### src/rtl/mem_pkg.sv
// mem_pkg: state and source encodings shared by the memory response demux and the
// address-select logic, so both ends of the unified memory port decode a tag identically.
// Contents: mem_state_t (S_IDLE, S_REQ, S_WAIT), mem_src_t (SRC_INSTR, SRC_DATA).
package mem_pkg;

  typedef enum logic [1:0] {
    S_IDLE = 2'd0,
    S_REQ  = 2'd1,
    S_WAIT = 2'd2
  } mem_state_t;

  // Same encoding as the address-select control: 0 = PCNext fetch, 1 = computed address.
  typedef enum logic {
    SRC_INSTR = 1'b0,
    SRC_DATA  = 1'b1
  } mem_src_t;

endpackage : mem_pkg

### src/rtl/mem_resp_demux.sv
// Purpose: single-outstanding unified-memory request FSM; steers the returned word to IR or MDR by source tag.
// Latency: response in cycle N -> instr_o/data_o updated and *_valid_o pulsed in N+1; min 3 cycles per transaction.
// Backpressure: req_ready_o only in IDLE; mem_req_valid_o held until mem_req_ready_i; responses outside WAIT dropped.
//
// Ports:
//   clk_i, arst_i (async, active-high)
//   req_valid_i / req_src_i / req_ready_o      core request handshake and source tag
//   mem_req_valid_o / mem_req_ready_i          request to memory
//   mem_resp_valid_i / mem_resp_data_i         returned word
//   instr_o / instr_valid_o                    instruction register and update pulse
//   data_o / data_valid_o                      data register and update pulse
//   busy_o                                     transaction in flight
//   err_timeout_o                              sticky watchdog error
// Build option: define MEM_RESP_TIMEOUT_EN to enable the TIMEOUT_CYCLES watchdog;
// without it the block waits indefinitely and err_timeout_o is tied low.
module mem_resp_demux
  import mem_pkg::*;
#(
  parameter int unsigned WIDTH          = 64,
  parameter int unsigned TIMEOUT_CYCLES = 255
) (
  input  logic             clk_i,
  input  logic             arst_i,
  input  logic             req_valid_i,
  input  logic             req_src_i,
  output logic             req_ready_o,
  output logic             mem_req_valid_o,
  input  logic             mem_req_ready_i,
  input  logic             mem_resp_valid_i,
  input  logic [WIDTH-1:0] mem_resp_data_i,
  output logic [WIDTH-1:0] instr_o,
  output logic             instr_valid_o,
  output logic [WIDTH-1:0] data_o,
  output logic             data_valid_o,
  output logic             busy_o,
  output logic             err_timeout_o
);

  if (TIMEOUT_CYCLES < 1) begin : g_bad_timeout
    $error("mem_resp_demux: TIMEOUT_CYCLES must be at least 1");
  end

  mem_state_t state_q, state_d;
  mem_src_t   tag_q;
  logic       accept;     // request taken this cycle (IDLE -> REQ)
  logic       resp_take;  // response consumed this cycle (WAIT -> IDLE)
  logic       expire;     // watchdog fires this cycle
  logic       abort;      // transaction dropped by the watchdog

  // Gated by reset so nothing can be accepted while the block is held in reset.
  assign req_ready_o     = (state_q == S_IDLE) && !arst_i;
  assign mem_req_valid_o = (state_q == S_REQ);
  assign busy_o          = (state_q != S_IDLE);

`ifdef MEM_RESP_TIMEOUT_EN
  localparam int unsigned CNT_W = $clog2(TIMEOUT_CYCLES + 1);

  logic [CNT_W-1:0] wd_cnt_q;
  logic             err_q;

  // Counter reads 0 in the first REQ cycle, so the last permitted cycle sees
  // TIMEOUT_CYCLES-1; the increment out of it is the "reached" edge.
  assign expire        = busy_o && (wd_cnt_q == CNT_W'(TIMEOUT_CYCLES - 1));
  assign err_timeout_o = err_q;

  always_ff @(posedge clk_i or posedge arst_i) begin
    if (arst_i) begin
      wd_cnt_q <= '0;
      err_q    <= 1'b0;
    end else begin
      if (accept) begin
        wd_cnt_q <= '0;
      end else if (busy_o) begin
        wd_cnt_q <= wd_cnt_q + 1'b1;
      end
      if (abort) begin
        err_q <= 1'b1;
      end
    end
  end
`else
  assign expire        = 1'b0;
  assign err_timeout_o = 1'b0;
`endif

  always_comb begin
    state_d   = state_q;
    accept    = 1'b0;
    resp_take = 1'b0;
    abort     = 1'b0;
    unique case (state_q)
      S_IDLE: begin
        if (req_valid_i) begin
          accept  = 1'b1;
          state_d = S_REQ;
        end
      end
      S_REQ: begin
        if (expire) begin
          abort   = 1'b1;
          state_d = S_IDLE;
        end else if (mem_req_ready_i) begin
          state_d = S_WAIT;
        end
      end
      S_WAIT: begin
        // A response arriving on the expiry cycle still completes normally.
        if (mem_resp_valid_i) begin
          resp_take = 1'b1;
          state_d   = S_IDLE;
        end else if (expire) begin
          abort   = 1'b1;
          state_d = S_IDLE;
        end
      end
      default: begin
        state_d = S_IDLE;
      end
    endcase
  end

  always_ff @(posedge clk_i or posedge arst_i) begin
    if (arst_i) begin
      state_q       <= S_IDLE;
      tag_q         <= SRC_INSTR;
      instr_o       <= '0;
      data_o        <= '0;
      instr_valid_o <= 1'b0;
      data_valid_o  <= 1'b0;
    end else begin
      state_q       <= state_d;
      instr_valid_o <= 1'b0;
      data_valid_o  <= 1'b0;
      if (accept) begin
        tag_q <= mem_src_t'(req_src_i);
      end
      if (resp_take) begin
        if (tag_q == SRC_INSTR) begin
          instr_o       <= mem_resp_data_i;
          instr_valid_o <= 1'b1;
        end else begin
          data_o       <= mem_resp_data_i;
          data_valid_o <= 1'b1;
        end
      end
    end
  end

endmodule : mem_resp_demux

### config.mk
export PLATFORM = sky130hd
export DESIGN_NAME = mem_resp_demux
export DESIGN_NICKNAME = d
export VERILOG_FILES = /design/src/rtl/mem_pkg.sv /design/src/rtl/mem_resp_demux.sv
export SDC_FILE = /design/constraint.sdc
export NUM_CORES = 1
export LEC_CHECK = 0
export BUFFER_PORTS_ARGS = -buffer_cell sky130_fd_sc_hd__buf_2
export CAP_MARGIN = 15
export CELL_PAD_IN_SITES_DETAIL_PLACEMENT = 1
export CELL_PAD_IN_SITES_GLOBAL_PLACEMENT = 1
export CORE_MARGIN = 3
export CORE_UTILIZATION = 43
export CTS_CLUSTER_DIAMETER = 30
export CTS_CLUSTER_SIZE = 12
export DETAILED_ROUTE_END_ITERATION = 12
export PLACE_DENSITY = 0.86
export SYNTH_ARGS = -nofsm -noshare
export SYNTH_HDL_FRONTEND = slang
export SYNTH_SLANG_ARGS = --single-unit
### constraint.sdc
create_clock -name clk_i -period 10.4 [get_ports clk_i]
set_input_delay 0 -clock clk_i [delete_from_list [all_inputs] [get_ports clk_i]]
set_output_delay 0 -clock clk_i [all_outputs]
set_load 0.02 [all_outputs]
# Yosys cells after proc, flatten, opt, wreduce, memory -nomap -nowiden
# Cells that the tools add are included.
[word_totals] reg_bits=133 in_bits=70 output_inout_bits=134 wordCells=31
[classes] eq_ne=5 mux=12 n_bitwise=1 n_reduce_logical=7
[ops] operator="$mux 1" count=8
[ops] operator="$mux 2" count=3
[ops] operator="$pmux 2 s3" count=1
[ops] operator="$ne 2x2->1 const B" count=2
[ops] operator="$reduce_and 2->1" count=2
[ops] operator="$reduce_and 3->1" count=1
[ops] operator="$eq 2x1->1 const B" count=1
[ops] operator="$eq 2x2->1 const B" count=1
[ops] operator="$logic_not 2->1" count=1
[ops] operator="$ne 2x1->1 const B" count=1
[ops] operator="$reduce_bool 2->1" count=1
[ops] operator="$logic_and 1x1->1" count=1
[ops] operator="$logic_not 1->1" count=1
[ops] operator="$not 1->1" count=1

# Longest topological paths before layout
# Gate-level depths: netlist (run 1).
[logic_depth] word_depth=3 ltp_mapped=4

# Worst setup path after synthesis (run 1)
# No wires, ideal clock.
[synth_timing] path_kind="flip-flop to flip-flop" from="reg state_q[0]" to="reg instr_o[10]" setup_time_ns=0.125 t_arrival_ns=1.311 required_ns=10.275 setup_slack_ns=8.964 stages_incl_launch_ff=5 n_path_buf=2 synth_period_minus_slack_ns=1.436 path_cell_list="dfrtp_1 and4bb_4 buf_8 buf_12 mux2_4"
[synth_between] elab_chain_cells=3
[synth_lines] element="from (decl)" line_no="mem_resp_demux.sv:43" rtl="mem_state_t state_q, state_d;"
[synth_lines] element="from (signal assigned)" line_no="mem_resp_demux.sv:131" rtl="state_q <= state_d;"
[synth_lines] element="$eq 2x2->1"
[synth_lines] element="$mux 1" line_no="mem_resp_demux.sv:91" rtl="unique case (state_q)"
[synth_lines] element="$reduce_and 2->1 (no line)"
[synth_lines] element="to (signal assigned)" line_no="mem_resp_demux.sv:139" rtl="instr_o <= mem_resp_data_i;"
[synth_lines] element="to (decl)" line_no="mem_resp_demux.sv:31" rtl="output logic [WIDTH-1:0] instr_o,"
# No other way between the ends.
# A chain may end at the register's enable or synchronous reset.

# Final worst setup path (run 1)
[layout_timing] from="reg state_q[0]" to="reg instr_o[59]"
# Same word-level chain as after synthesis.

==> metrics.yaml, run 1 <==
yosys:
  synth_seq_cells: 133
  synth_most_common_cell: "dfrtp_1"
  syn_area_per_cell_sq_um: 18.70
  synth_area_leader_cell: "dfrtp_1"
  synth.top_cell.area_share: 0.6116
  yosysSeqAreaShare: 0.6116
  ys_warn_count: 0
  netlist_top_cells_count: "dfrtp_1, mux2_4, mux2_2"
  syn_area_sq_um: 5441
  ys_types: 20
  ys_top_cells_by_area: "dfrtp_1, mux2_4, mux2_2, buf_12, buf_6"
  synth-edff-count: 0
  async_reset_ff_frac: 1.000
  synth_flop_cell: "dfrtp_1"
  synthCells: 291
  synth_fp_nets: 361
final_layout:
  stdcell_count: 751
  nets: 640
  area_delta_synth_final_pct: 43.55
  diodes: 0
  final_layout_size_suffix_gt1_frac: 0.6244
  finish.utilization: 0.6397
clocking:
  cts_buffer_depth: 2
  clk_pin_slew_ns: 0.06
  htree_levels: 4
  cts-root-buf: "clkbuf_16"
  numCtsBuffers: 17
  insertion_delay_ns: 0.41
  cts_tree: "done"
  cts.sinks: 133
timing:
  rsz0062_at_grt: "false"
  skew_ns: 0.008813
  finalSetupTns_ns: 0
  fmax_mhz: 412.4
  worstMarginPinSlew_ns: 0.8903
  slew_violations: 0
  fin_crit_sh: 0.2332
  slew_headroom: 0.4065
  setup-violations-final: 0
  timing_hold_violations_final: 0
  hold_ws_ns: 0.3281
  fin_crit_ns: 2.425
floorplan:
  start_util: 0.4456
  ios: 204
  die_area_sq_um: 14040
  fp.dieH_um: 118.5
  rows: 40
  dieWidth_um: 118.5
  core-area_sq_um: 12210
placed_design:
  placedCellCount: 650
  dp_hpwl_mm: 9.303
  routabilityCongestion: 0.7515
  numPortBuffers: 202
power:
  ir_worst_vdd_mv: 0.1673
  net-switching-power_w: 0.0009891
  p_int_w: 0.001720
  p_seq_frac: 0.346
  clockPowerShare: 0.240
  powerDensity_nw_per_um2: 346.8
  p_comb_frac: 0.414
  swShare: 0.3651
  power_w: 0.002709
  leakagePower_nw: 4.076
min_path:
  hp-class: "input port to asynchronous set/reset pin"
drt:
  vias: 3588
  first_iter_violations: 138
  ant_nets: 0
  via_per_inst: 4.778
  wl_per_cell_um: 21.64
  dr.pass1.iters: 4
  drc: 0
  drt-total-wl_mm: 16.25
grt:
  grtUsageMet3: 0.05981
  grt_first_pass_wirelength_mm: 25.90
  grt_busiest_layer: "met2"
  grtUsageMet1: 0.2790
  antenna_found_initial: 0
  grt-ovfl-total: 0
  grt_use_met2: 0.4316
  grt_pass1_vias: 4295
  grt_max_degree: 70
  grt_use_total: 0.2418
worst_setup_path:
  r2r_cells: 3
  crit_path_start_kind: "flip-flop"
  crit_start: "state_q[0]$_DFFE_PP0P_"
  rr_startpoint: "state_q[0]$_DFFE_PP0P_"
  cp_max_fo: 34
  cp-end-kind: "flip-flop"
  r2r-end: "instr_o[59]$_DFFE_PP0P_"
  worst_ep_required_time_ns: 10.69
  worstPathArrival_ns: 2.72
  r2r_slack_ns: 7.97
  criticalPathCategory: "flip-flop to flip-flop"
  cp-endpoint: "instr_o[59]$_DFFE_PP0P_"
outcome:
  status: "completed"
job:
  cap_violations: 0
layout make-up:
| cell class | instances | area (sq um) |
|---|---|---|
| Fill cell | 1186 | 4400 |
| Sequential cell | 133 | 3328 |
| Multi-Input combinational cell | 141 | 1907 |
| Timing Repair Buffer | 275 | 1732 |
| Clock buffer | 23 | 447.9 |
| Tap cell | 168 | 210.2 |
| Clock inverter | 9 | 176.4 |
| Inverter | 2 | 10.01 |
worst min-delay path by stage:
stage | start | to | depth (start not counted)
3_3_place_gp | arst_i | data_o[20]$_DFFE_PP0P_ | 2
3_5_place_dp | arst_i | data_o[24]$_DFFE_PP0P_ | 2
2_1_floorplan | arst_i | req_ready_o | 1
6_report | arst_i | data_o[24]$_DFFE_PP0P_ | 3
4_1_cts | arst_i | data_o[24]$_DFFE_PP0P_ | 3
5_1_grt | req_src_i | tag_q$_DFFE_PP0P_ | 3
power groups by stage:
stage	sequential, W	clock (W)	combinational (W)
after global placement	0.000906	0	0.00105
after CTS	0.000930	0.000655	0.00112
final	0.000938	0.000650	0.00112
after global routing	0.000969	0.000683	0.00118
after floorplan	0.00120	0	0.000432
after detailed placement	0.000922	0	0.00108
per-stage QoR:
step           setup WS, ns  instance area (sq um)
6_report              7.975                   7811
4_1_cts               7.963                   7811
3_3_place_gp          8.060                   6496
5_1_grt               7.853                   7811
3_5_place_dp          7.974                   6496
2_1_floorplan         6.846                   5441
kinds of logic (layout without fill, tap and decap cells):
kind of cell / count (synthesis) / in the layout / share of synthesized area
other cells: 1 / 1 / 0.0006892
compound gates: 2 / 2 / 0.002299
buf+inv: 17 / 309 / 0.03794
simple gates: 9 / 9 / 0.01288
mux: 129 / 129 / 0.3346
flops: 133 / 133 / 0.6116
routing by layer:
| layer | up-vias | wire [um] |
|---|---|---|
| li1 | 1577 | - |
| met3 | 26 | 826 |
| met5 | - | 0 |
| met2 | 157 | 8522 |
| met1 | 1828 | 6548 |
| met4 | 0 | 350 |
critical path, cell delays in order (launching register included):
cell	delay, ns
dfrtp_1	0.45
and4bb_4	0.80
buf_4	0.62
mux2_2	0.40
registers in the layout, indices dropped and copies added (netlist names):
name	count
instr_valid_o	1
instr_o	64
data_valid_o	1
tag_q	1
data_o	64
state_q	2
layout by cell type (no fill, tap or decap), drive strengths merged:
cell           n
a21o           1
a21oi          1
and4bb         1
buf          206
bufinv         5
clkbuf        23
clkinv         3
clkinvlp       1
conb           1
dfrtp        133
dlygate4sd3   69
inv            2
mux2         129
nand2b         1
nand4b         1
nor2           1
nor2b          1
nor3b          2
or2            1
or2b           1
repair_timing:
| item | in CTS | in global routing |
|---|---|---|
| endpoints found under the hold margin | 195 | 0 |
| gates resized for setup | 0 | 0 |
| hold buffers | 69 | 0 |
| setup buffers | 0 | 0 |
Note: power is estimated with default switching activity, not from simulation.
==> run 2: changes to the inputs <==
Settings changed: ABC_AREA set to 1, CORE_UTILIZATION 43 to 37, PLACE_DENSITY 0.86 to 0.81.
Clock period 10.4 ns to 2.5 ns, I/O delays scaled along.
==> metrics.yaml, run 2 <==
outcome:
  status: "completed"
placed_design:
  dpl_cell_area_sq_um: 6510
  post-place-ws_ns: 0.8654
  numPortBuffers: 202
  routabilityCongestion: 0.7394
  dp_hpwl_mm: 9.933
drt:
  dr.pass1.iters: 4
  drc: 0
  wl_per_cell_um: 16.26
  drt-total-wl_mm: 15.74
  via_per_inst: 4.612
  vias: 4464
  ant_nets: 0
  first_iter_violations: 239
power:
  ir_worst_vdd_mv: 0.5675
  leakagePower_nw: 4.263
  net-switching-power_w: 0.003971
  p_comb_frac: 0.401
  p_seq_frac: 0.367
  p_int_w: 0.005897
  powerDensity_nw_per_um2: 1270
  swShare: 0.4024
  clockPowerShare: 0.232
clocking:
  clk_pin_slew_ns: 0.06
  insertion_delay_ns: 0.41
  cts_buffer_depth: 2
  cts-root-buf: "clkbuf_16"
  htree_levels: 4
  cts.sinks: 133
  numCtsBuffers: 17
  post_cts_buffers: 0
  ctsHoldBuffers: 72
  cts_tree: "done"
  ctsResizeCount: 0
yosys:
  synth_fa_ha_area_frac: 0
  synth_compound_area_frac: 0.1842
  synth_top_family_by_area: "compound AO/OA/AOI/OAI gates"
  synth_flop_cell: "dfrtp_1"
  yosysSeqAreaShare: 0.6094
  synthMuxAreaShare: 0
  syn_area_sq_um: 5461
  ys_top_cells_by_area: "dfrtp_1, o21ai_2, nand2_1, buf_6, inv_1"
  synth-edff-count: 0
  async_reset_ff_frac: 1.000
  syn_area_per_cell_sq_um: 10.79
  synthSimpleGateAreaFrac: 0.1003
  synth.top_cell.area_share: 0.6094
  synth_seq_cells: 133
  synth_most_common_cell: "dfrtp_1"
  synth-xor-area-share: 0
  synthCells: 506
  synth_fp_nets: 576
  ys_warn_count: 0
  ys_types: 17
  synth_area_leader_cell: "dfrtp_1"
  netlist_top_cells_count: "dfrtp_1, nand2_1, o21ai_2"
worst_setup_path:
  crit_path_start_kind: "flip-flop"
  worstPathArrival_ns: 2.45
  cp-end-kind: "flip-flop"
  worst_ep_required_time_ns: 2.79
  cp_max_fo: 3
  criticalPathCategory: "flip-flop to flip-flop"
floorplan:
  start_util: 0.3860
  ios: 204
  fp.dieH_um: 127.5
  die_area_sq_um: 16260
  core-area_sq_um: 14150
  dieWidth_um: 127.5
  rows: 43
timing:
  fin_crit_ns: 2.164
  setup-violations-final: 0
  slew_violations: 0
  setup_ws_ns: 0.3361
  fmax_mhz: 462.1
  finalSetupTns_ns: 0
  fin_crit_sh: 0.8655
  skew_ns: 0.004910
  timing_hold_violations_final: 0
  rsz0062_at_grt: "false"
  slew_headroom: 0.5106
  worstMarginPinSlew_ns: 0.7342
final_layout:
  layout_common_cells: "buf_2, dfrtp_1, nand2_1"
  top_regs: "data_o (64), instr_o (64), state_q (2)"
  area_delta_synth_final_pct: 42.27
  nets: 846
  final_common_cell: "buf_2"
  final_layout_size_suffix_gt1_frac: 0.4206
  finish.utilization: 0.5491
  design_area_sq_um: 7770
job:
  cap_violations: 0
grt:
  grt-ovfl-total: 0
  grt_use_total: 0.1987
  grt_max_degree: 130
  grt_pass1_vias: 4980
  antenna_found_initial: 1
  grt_first_pass_wirelength_mm: 25.75
min_path:
  hp-class: "input port to asynchronous set/reset pin"
-- run 2: per-layer routing --
metal  vias to the layer above  track usage  wire (um)
met5                         -            0          0
met4                         0      0.06814        252
met3                        20      0.05435        980
met2                       138       0.3555       8283
met1                      2182       0.2286       6223
li1                       2124            -          -
-- run 2: final timing paths --
| check | from | to | slack, ns | depth (start not counted) |
|---|---|---|---|---|
| max in group asynchronous | arst_i | instr_o[5]$_DFFE_PP0P_ | 1.52 | 4 |
| min | arst_i | instr_o[16]$_DFFE_PP0P_ | 0.05 | 3 |
| max reg2reg | state_q[0]$_DFFE_PP0P_ | tag_q$_DFFE_PP0P_ | 0.34 | 6 |
| max | state_q[0]$_DFFE_PP0P_ | tag_q$_DFFE_PP0P_ | 0.34 | 6 |
| min in group clk_i | mem_resp_data_i[40] | instr_o[40]$_DFFE_PP0P_ | 0.40 | 4 |
| min reg2reg | instr_o[52]$_DFFE_PP0P_ | instr_o[52]$_DFFE_PP0P_ | 0.48 | 2 |
-- run 2: logic make-up (layout without fill, tap and decap cells) --
kind of cell	after synthesis	after routing
and+or+nand+nor	140	140
other	1	2
AOI/OAI and AO/OA	130	130
buffers and inverters	102	383
DFF	133	133
-- run 2: area by class of cell --
type	instances	area, sq um
Clock buffer	26	489.2
Tap cell	180	225.2
Antenna cell	1	2.502
Multi-Input combinational cell	271	1573
Fill cell	1585	6380
Sequential cell	133	3328
Clock inverter	4	47.55
Timing Repair Buffer	280	1827
Inverter	73	277.8
-- run 2: metrics by stage --
step           instances  power (W)  hold slack (ns)
6_report             968   0.009868          0.05046
4_1_cts              967   0.009951          0.03138
3_5_place_dp         865   0.007479         -0.07445
2_1_floorplan        506   0.006079          0.07979
5_1_grt              968    0.01048          0.03612
3_3_place_gp         865   0.007278         -0.07831
-- run 2: worst max-delay path, stage by stage (launching register included) --
cell           delay [ns]
dfrtp_1              0.42
nor2_1               0.23
nand2_1              0.14
nor2_1               0.11
dlygate4sd3_1        0.55
a21oi_1              0.04
dlygate4sd3_1        0.56
-- run 2: power by group through the flow --
| stage | logic [W] | registers (W) | clock network [W] |
|---|---|---|---|
| 2_1_floorplan | 0.00142 | 0.00466 | 0 |
| 3_3_place_gp | 0.00370 | 0.00358 | 0 |
| 3_5_place_dp | 0.00385 | 0.00363 | 0 |
| 4_1_cts | 0.00399 | 0.00361 | 0.00235 |
| 5_1_grt | 0.00429 | 0.00373 | 0.00247 |
| 6_report | 0.00396 | 0.00362 | 0.00229 |
==> run 3: changes to the inputs <==
Settings changed: ABC_AREA 1 to unset, CORE_UTILIZATION 37 to 40.
==> metrics.yaml, run 3 (synthesized netlist as in run 1, its figures left out) <==
worst_setup_path:
  crit_start: "state_q[0]$_DFFE_PP0P_"
  crit_path_start_kind: "flip-flop"
  cp_max_fo: 27
  r2r_cells: 3
  cp-end-kind: "flip-flop"
  worst_ep_required_time_ns: 2.79
  worstPathArrival_ns: 2.05
  criticalPathCategory: "flip-flop to flip-flop"
  rr_startpoint: "state_q[0]$_DFFE_PP0P_"
grt:
  antenna_found_initial: 0
  grt-ovfl-total: 0
  grt_first_pass_wirelength_mm: 23.63
  grt_use_total: 0.2113
  grt_max_degree: 134
  grt_pass1_vias: 4183
job:
  cap_violations: 0
final_layout:
  nets: 641
  area_delta_synth_final_pct: 43.18
  final_common_cell: "buf_2"
  diodes: 0
  final_layout_size_suffix_gt1_frac: 0.6312
  top_regs: "data_o (64), instr_o (64), state_q (2)"
  finish.utilization: 0.6003
  layout_common_cells: "buf_2, dfrtp_1, mux2_4"
min_path:
  min-delay-start: "mem_resp_valid_i"
  hp-class: "input port to flip-flop"
  holdPathStages: 4
timing:
  slew_violations: 0
  slew_headroom: 0.5075
  fin_crit_sh: 0.7031
  fin_crit_ns: 1.758
  skew_ns: 0.008449
  setup-violations-final: 0
  rsz0062_at_grt: "false"
  timing_hold_violations_final: 0
  worstMarginPinSlew_ns: 0.7387
  finalSetupTns_ns: 0
  fmax_mhz: 568.9
clocking:
  insertion_delay_ns: 0.41
  htree_levels: 4
  ctsHoldBuffers: 69
  cts-root-buf: "clkbuf_16"
  numCtsBuffers: 17
  clk_pin_slew_ns: 0.06
  cts_tree: "done"
  ctsResizeCount: 0
  cts_buffer_depth: 2
  cts.sinks: 133
  post_cts_buffers: 0
floorplan:
  start_util: 0.4193
  core-area_sq_um: 12980
  dieWidth_um: 122.6
  ios: 204
  rows: 41
  fp.dieH_um: 122.6
  die_area_sq_um: 15040
power:
  powerDensity_nw_per_um2: 1394
  ir_worst_vdd_mv: 0.7154
  leakagePower_nw: 4.063
outcome:
  status: "completed"
drt:
  drt-total-wl_mm: 15.32
  vias: 3590
  first_iter_violations: 117
  wl_per_cell_um: 20.30
  ant_nets: 0
  via_per_inst: 4.755
  drc: 0
  dr.pass1.iters: 4
placed_design:
  dp_hpwl_mm: 9.235
  numPortBuffers: 202
  routabilityCongestion: 0.7033
run 3: changes by cell type in the layout (fill, tap and decap cells not counted), sizes merged, moves of 71 or more:
cell,before,now
o21ai,128,0
nand2,132,0
mux2,0,129
inv,72,1
run 3: layout make-up:
class | instances | area, sq um
clock buffer | 22 | 474.2
clock inverter | 9 | 78.83
fill | 1260 | 5187
inverter | 2 | 11.26
multi-input combinational | 141 | 1907
sequential | 133 | 3328
tap | 172 | 215.2
timing repair buffer | 276 | 1777
run 3: layer usage:
layer | routed length (um) | up-vias | GRT usage
li1 | - | 1575 | -
met1 | 5771 | 1832 | 0.2312
met2 | 8110 | 149 | 0.3748
met3 | 1034 | 34 | 0.06866
met4 | 408 | 0 | 0.09167
met5 | 0 | - | 0
run 3: per-stage QoR:
step	cell area, sq um	setup WS, ns	hold slack, ns	power (W)	std cells
after floorplan	5445	0.8488	0.07979	0.006805	291
after global placement	6548	0.8082	0.2184	0.008136	655
after detailed placement	6548	0.7599	0.2416	0.008344	655
after CTS	7791	0.7329	0.2395	0.01088	755
after global routing	7791	0.6885	0.2641	0.01141	755
final	7791	0.7423	0.2573	0.01086	755
run 3: final timing paths:
path | to | slack [ns]
max | instr_o[59]$_DFFE_PP0P_ | 0.74
min | data_valid_o$_DFF_PP0_ | 0.26
max reg2reg | instr_o[59]$_DFFE_PP0P_ | 0.74
min reg2reg | data_o[21]$_DFFE_PP0P_ | 0.50
max in group asynchronous | data_o[0]$_DFFE_PP0P_ | 1.60
min in group asynchronous | data_o[21]$_DFFE_PP0P_ | 0.31
run 3: critical path, cell delays in order (launching register included):
cell and delay (ns):
dfrtp_1 0.44, and4bb_4 0.35, buf_4 0.44, mux2_2 0.41
run 3: power breakdown:
part / switching (W) / leakage [nW] / internal (W)
logic: 0.00244 / 2.16 / 0.00220
clock network: 0.000916 / 0.272 / 0.00143
registers: 0.000674 / 1.63 / 0.00320
